### config.mk
export PLATFORM = sky130hd
export DESIGN_NAME = k005297_bubwrser
export DESIGN_NICKNAME = d
export VERILOG_FILES = /design/src/rtl/k005297_bubwrser.sv
export SDC_FILE = /design/constraint.sdc
export NUM_CORES = 1
export LEC_CHECK = 0
export ABC_AREA = 1
export CAP_MARGIN = 20
export CORE_MARGIN = 3
export CORE_UTILIZATION = 41
export DETAILED_ROUTE_END_ITERATION = 6
export GPL_ROUTABILITY_DRIVEN = 1
export PLACE_DENSITY = 0.63
export SYNTH_ARGS = -nofsm -noshare
export SYNTH_HDL_FRONTEND = slang
export SYNTH_SLANG_ARGS = --single-unit
### constraint.sdc
create_clock -name i_MCLK -period 2.3 [get_ports i_MCLK]
set_input_delay 0.69 -clock i_MCLK [delete_from_list [all_inputs] [get_ports i_MCLK]]
set_output_delay 0.69 -clock i_MCLK [all_outputs]
set_load 0.005 [all_outputs]
### src/rtl/k005297_bubwrser.sv
`default_nettype none
// +----------------------------------------------------------------------------+
// | k005297_bubwrser : page bytes -> preamble + MSB-first serial bubble stream |
// | Revision 1.0                                                               |
// +----------------------------------------------------------------------------+
module k005297_bubwrser #(
  parameter int         PAGE_BYTES    = 64,
  parameter int         PREAMBLE_BITS = 8,
  parameter logic [7:0] PREAMBLE_PAT  = 8'hA5
) (
  input  logic        i_MCLK,
  input  logic        i_RST,
  input  logic        i_CLK2M_PCEN_n,
  input  logic [19:0] i_ROT20_n,
  input  logic        i_4BEN_n,
  input  logic        i_WRSTART,
  input  logic        i_ABORT,
  input  logic [7:0]  i_BYTE,
  input  logic        i_BYTE_WR,
  output logic        o_BYTE_REQ,
  output logic        o_MUXED_BDO,
  output logic        o_MUXED_BDO_EN,
  output logic        o_SUPBD_END_n,
  output logic        o_UNDERRUN,
  output logic        o_BUSY
);

  localparam logic [2:0] S_IDLE = 3'd0;
  localparam logic [2:0] S_ARM  = 3'd1;
  localparam logic [2:0] S_PRE  = 3'd2;
  localparam logic [2:0] S_DATA = 3'd3;
  localparam logic [2:0] S_END  = 3'd4;

  localparam logic [7:0] C_PAGE = 8'(PAGE_BYTES);
  localparam logic [3:0] C_PRE  = 4'(PREAMBLE_BITS);

  logic [2:0] state_q, state_d;
  logic [3:0] bit_cnt_q, bit_cnt_d;
  logic [7:0] acc_cnt_q, acc_cnt_d;
  logic [7:0] ld_cnt_q, ld_cnt_d;
  logic [7:0] hold_q, hold_d;
  logic       hold_vld_q, hold_vld_d;
  logic [7:0] shift_q, shift_d;
  logic       bdo_q, bdo_d;
  logic       en_q, en_d;
  logic       end_n_q, end_n_d;
  logic       underrun_q, underrun_d;
  logic       byte_req_q, byte_req_d;
  logic       busy_q, busy_d;

  logic       et, at;
  logic       start, load, arm_pre, pre_bit, shift, drop_en, accept;
  logic [2:0] pat_idx;
  logic       unused_rot;

  assign et = ~i_CLK2M_PCEN_n;
  assign at = et & (~i_ROT20_n[2] | ~i_ROT20_n[7] |
                    (~i_4BEN_n & (~i_ROT20_n[12] | ~i_ROT20_n[17])));
  // Only steps 2/7/12/17 pace the stream; the rest of the rotation is ignored.
  assign unused_rot = ^i_ROT20_n;
  assign pat_idx    = 3'(4'd7 - bit_cnt_q);

  always_ff @(posedge i_MCLK or posedge i_RST) begin
    if (i_RST) begin
      state_q    <= S_IDLE;
      bit_cnt_q  <= 4'd0;
      acc_cnt_q  <= 8'd0;
      ld_cnt_q   <= 8'd0;
      hold_q     <= 8'd0;
      hold_vld_q <= 1'b0;
      shift_q    <= 8'd0;
      bdo_q      <= 1'b0;
      en_q       <= 1'b0;
      end_n_q    <= 1'b1;
      underrun_q <= 1'b0;
      byte_req_q <= 1'b0;
      busy_q     <= 1'b0;
    end else begin
      state_q    <= state_d;
      bit_cnt_q  <= bit_cnt_d;
      acc_cnt_q  <= acc_cnt_d;
      ld_cnt_q   <= ld_cnt_d;
      hold_q     <= hold_d;
      hold_vld_q <= hold_vld_d;
      shift_q    <= shift_d;
      bdo_q      <= bdo_d;
      en_q       <= en_d;
      end_n_q    <= end_n_d;
      underrun_q <= underrun_d;
      byte_req_q <= byte_req_d;
      busy_q     <= busy_d;
    end
  end

  always_comb begin
    state_d = state_q;
    start   = 1'b0;
    load    = 1'b0;
    arm_pre = 1'b0;
    pre_bit = 1'b0;
    shift   = 1'b0;
    drop_en = 1'b0;
    if (et) begin
      case (state_q)
        S_IDLE: begin
          if (i_WRSTART) begin
            state_d = S_ARM;
            start   = 1'b1;
          end
        end
        S_ARM: begin
          if (i_ABORT) begin
            state_d = S_IDLE;
            drop_en = 1'b1;
          end else if (at) begin
            if (C_PRE == 4'd0) begin
              load    = 1'b1;
              state_d = S_DATA;
            end else begin
              arm_pre = 1'b1;
              state_d = S_PRE;
            end
          end
        end
        S_PRE: begin
          if (i_ABORT) begin
            state_d = S_IDLE;
            drop_en = 1'b1;
          end else if (at) begin
            if (bit_cnt_q == C_PRE) begin
              load    = 1'b1;
              state_d = S_DATA;
            end else begin
              pre_bit = 1'b1;
            end
          end
        end
        S_DATA: begin
          if (i_ABORT) begin
            state_d = S_IDLE;
            drop_en = 1'b1;
          end else if (at) begin
            if (bit_cnt_q != 4'd0) begin
              shift = 1'b1;
            end else if (ld_cnt_q < C_PAGE) begin
              load = 1'b1;
            end else begin
              drop_en = 1'b1;
              state_d = S_END;
            end
          end
        end
        S_END:   state_d = S_IDLE;
        default: state_d = S_IDLE;
      endcase
    end
  end

  always_comb begin
    bit_cnt_d  = bit_cnt_q;
    acc_cnt_d  = acc_cnt_q;
    ld_cnt_d   = ld_cnt_q;
    hold_d     = hold_q;
    hold_vld_d = hold_vld_q;
    shift_d    = shift_q;
    bdo_d      = bdo_q;
    en_d       = en_q;
    end_n_d    = end_n_q;
    underrun_d = underrun_q;
    accept     = 1'b0;

    if (start) begin
      bit_cnt_d  = 4'd0;
      acc_cnt_d  = 8'd0;
      ld_cnt_d   = 8'd0;
      hold_vld_d = 1'b0;
      underrun_d = 1'b0;
    end
    if (arm_pre) begin
      en_d      = 1'b1;
      bdo_d     = PREAMBLE_PAT[7];
      bit_cnt_d = 4'd1;
    end
    if (pre_bit) begin
      bdo_d     = PREAMBLE_PAT[pat_idx];
      bit_cnt_d = bit_cnt_q + 4'd1;
    end
    if (shift) begin
      shift_d   = {shift_q[6:0], 1'b0};
      bdo_d     = shift_q[6];
      bit_cnt_d = bit_cnt_q - 4'd1;
    end
    // A missing byte still consumes its slot so the page length never changes.
    if (load) begin
      en_d      = 1'b1;
      bit_cnt_d = 4'd7;
      ld_cnt_d  = ld_cnt_q + 8'd1;
      if (hold_vld_q) begin
        shift_d    = hold_q;
        bdo_d      = hold_q[7];
        hold_vld_d = 1'b0;
      end else begin
        shift_d    = 8'd0;
        bdo_d      = 1'b0;
        underrun_d = 1'b1;
      end
    end
    if (drop_en) begin
      en_d  = 1'b0;
      bdo_d = 1'b0;
    end
    if (et) begin
      end_n_d = (state_q != S_END);
    end

    accept = i_BYTE_WR && (acc_cnt_q < C_PAGE) && (byte_req_q || (load && hold_vld_q));
    if (accept) begin
      hold_d     = i_BYTE;
      hold_vld_d = 1'b1;
      acc_cnt_d  = acc_cnt_q + 8'd1;
    end
  end

  always_comb begin
    byte_req_d = ~hold_vld_d && (state_d == S_ARM || state_d == S_PRE || state_d == S_DATA)
                 && (acc_cnt_d < C_PAGE);
    busy_d     = (state_d != S_IDLE);
  end

  assign o_BYTE_REQ     = byte_req_q;
  assign o_MUXED_BDO    = bdo_q;
  assign o_MUXED_BDO_EN = en_q;
  assign o_SUPBD_END_n  = end_n_q;
  assign o_UNDERRUN     = underrun_q;
  assign o_BUSY         = busy_q;

endmodule
`default_nettype wire

==> impl_metrics.json <==
{
  "hp-start": "hold_q[2]$_DFFE_PP0P_",
  "global_route_congestion_overflow_total": 0,
  "netlist_area_mm2": 0.00246,
  "outcome": "complete, no violations",
  "drt_first_iter_violations": 93,
  "synth-edff-count": 0,
  "insertedDiodeCount": 0,
  "report.final.setup_viol": 0,
  "p_leak_nw": 1.48,
  "hold_violations": 0,
  "layout.core_utilization": 0.530,
  "rrSetupSlack_ns": 0.46,
  "switching_share": 0.318,
  "cts_buffers": 5,
  "detailedPlacementHpwl_mm": 3.56,
  "vias_in_the_first_global_route": 2045,
  "fillers": 549,
  "synth.largest_area_cell": "dfrtp_1",
  "drt-total-wl_mm": 4.82,
  "post-place-cells": 402,
  "depth_of_the_worst_hold_timing_path": 2,
  "p_total_mw": 2.33,
  "cts-root-buf": "clkbuf_8",
  "synth_largest_type_area_fraction": 0.448,
  "ys_types": 36,
  "maxCapViolCount": 0,
  "synthMostInstantiatedCell": "nand2_1",
  "clk_transition_reported_paths_ns": 0.09,
  "r2r.worst_path.cells": 13,
  "cp.required_ns": 2.52,
  "power_density_mw_per_mm2": 779,
  "htreeDepth": 2,
  "number_of_antenna_violations_at_the_first_check_in_global_routing": 0,
  "routabilityCongestion": 0.834,
  "synth_cell_count_leaders": "nand2_1, dfrtp_1, nand3_1",
  "worst_pin_slew_ns": 0.381,
  "grt_max_degree": 46,
  "cts-root-to-sink-buffers": 2,
  "viasPerCell": 4.93,
  "final_layout_size_suffix_gt1_frac": 0.157,
  "synthesis.instances": 296,
  "critical_path.reg2reg.endpoint": "o_BYTE_REQ$_DFF_PP0_",
  "worst_ir_drop_vdd_mv": 0.492,
  "final_nets": 376,
  "clock_tree_from_tritoncts": "done",
  "grt_setup_unrepaired": "false",
  "route.vias.total": 2018,
  "synth-seq-area-share": 0.459,
  "worstHoldEndpoint": "hold_q[2]$_DFFE_PP0P_",
  "die_w_um": 83.4,
  "postRouteAntennaNets": 0,
  "starting_density_of_the_core": 0.436,
  "power.share.sequential": 0.486,
  "drtPass1Iterations": 4,
  "synth_area_leaders": "dfrtp_1, nand2_1, nand3_1",
  "area.growth.synth_to_final_pct": 21.6,
  "endpoint_kind": "flop",
  "worst_ep_arrival_time_ns": 2.25,
  "async_flop_share": 1.00,
  "floorplan.die.height_um": 83.4,
  "track_usage": 0.151,
  "die_footprint_mm2": 0.00696,
  "synth-main-ff-cell": "dfrtp_1",
  "f_max_mhz": 493,
  "post-cts-setup-buffers": 0,
  "ys.warnings.count": 0,
  "power_frac_clock": 0.256,
  "critical_path_class": "in -> reg",
  "postSynthAreaPerCell_um2": 8.30,
  "pwr-share-comb": 0.258,
  "power.net_switching_mw": 0.742,
  "timing.final.crit_share": 0.882,
  "startpoint_type": "primary input",
  "slew_viol_final": 0,
  "synthesis.nets": 335,
  "final_cell_count_no_fill": 409,
  "cts_sinks": 45,
  "cts_resized": 0,
  "yosys_reg_bits": 45,
  "detail_route.drc_violations": 0,
  "layout.cell_area.non_filler_mm2": 0.00299,
  "critical_path.reg2reg.startpoint": "bit_cnt_q[0]$_DFFE_PP0P_",
  "wire_length_of_the_first_global_routing_pass_mm": 8.91,
  "power_report.internal_total_mw": 1.59,
  "fin_skew_ns": 0.00452,
  "holdCritPathClass": "reg -> reg",
  "cts.hold.buffers_added": 0,
  "routedWlPerCell_um": 11.8,
  "cp_max_fo": 7,
  "place.port_buffers": 24,
  "period_needed_ns": 2.03,
  "rows": 27,
  "worst_slew_margin_rel": 0.746,
  "num_io_pins": 41,
  "coreArea_mm2": 0.00564,
  "dpl-instance-area_mm2": 0.00288,
  "clock_latency_on_the_worst_skew_pair_ns": 0.29
}
[worst max path at each step]
stage	to	cells past startpoint	slack [ns]	start
floorplan	o_MUXED_BDO$_DFFE_PP0P_	9	0.54	i_ROT20_n[12]
global placement	o_MUXED_BDO$_DFFE_PP0P_	10	-0.08	i_ROT20_n[12]
detailed placement	shift_q[5]$_DFFE_PP0P_	10	-0.07	i_ROT20_n[12]
CTS	shift_q[5]$_DFFE_PP0P_	10	0.25	i_ROT20_n[12]
global route	shift_q[6]$_DFFE_PP0P_	10	0.11	i_ROT20_n[12]
finish	shift_q[1]$_DFFE_PP0P_	10	0.27	i_ROT20_n[12]
[routing by layer]
layer / GRT usage / share of wire
met2: 0.253 / 0.48
met3: 0.0278 / 0.032
met5: 0 / 0
met1: 0.198 / 0.48
met4: 0.0439 / 0.012
[kinds of logic after synthesis]
family | share of synthesized area
simple gates | 0.309
flops | 0.459
compound gates | 0.0927
buf+inv | 0.0764
xor+xnor | 0.0428
fa+ha+maj | 0.0204
[cell type report]
cell class,instances,area (um^2),area share
Multi-Input combinational cell,211,1140,0.382
Sequential cell,45,1130,0.377
Timing Repair Buffer,42,400,0.134
Inverter,32,121,0.0406
Tap cell,72,90.1,0.0301
Clock buffer,5,68.8,0.0230
Clock inverter,2,38.8,0.0130
[cells in the final DEF, fill, tap and decap left out, types with 3 or more instances in the layout]
master,instances
o21ai_0,20
nand3_1,42
xnor2_1,4
inv_2,5
inv_1,24
nand2_4,5
o22ai_1,4
nor2_1,23
buf_4,16
a21oi_1,10
xor2_1,8
dfrtp_1,44
ha_1,4
nor3_1,3
nand2_1,65
clkbuf_8,5
clkdlybuf4s50_1,24
nand3_2,4
nor2_2,4
[power by group through the flow]
stage | Sequential, mW | Clock, mW | Combinational (mW)
after global placement | 1.14 | 0 | 0.592
final | 1.13 | 0.598 | 0.600
after floorplan | 1.10 | 0 | 0.433
after detailed placement | 1.15 | 0 | 0.609
after CTS | 1.13 | 0.619 | 0.611
after global routing | 1.16 | 0.652 | 0.705
[registers in the layout (all words and copies together), names as in the netlist]
| signal | cells |
|---|---|
| hold_q | 8 |
| ld_cnt_q | 8 |
| o_UNDERRUN | 1 |
| o_SUPBD_END_n | 1 |
| o_MUXED_BDO_EN | 1 |
| hold_vld_q | 1 |
| o_BUSY | 1 |
| o_BYTE_REQ | 1 |
| shift_q | 7 |
| state_q | 3 |
| acc_cnt_q | 8 |
| bit_cnt_q | 4 |
| o_MUXED_BDO | 1 |
[critical path: stages]
cell	delay [ns]
clkdlybuf4s50_1	0.40
nand2_1	0.06
nand2_1	0.04
nand2_1	0.11
nand2_4	0.08
nor2_8	0.13
nand3_1	0.22
nand2_1	0.31
nor2_1	0.07
a21oi_1	0.13
[through the flow]
stage                     setup TNS [ns]  setup slack (ns)  hold slack [ns]
after CTS                              0             0.249            0.488
after global placement            -0.598           -0.0768            0.456
after detailed placement          -0.868           -0.0689            0.465
final                                  0             0.271            0.483
after floorplan                        0             0.536            0.442
after global routing                   0             0.110            0.520
Power figures use the tool's default switching activity.
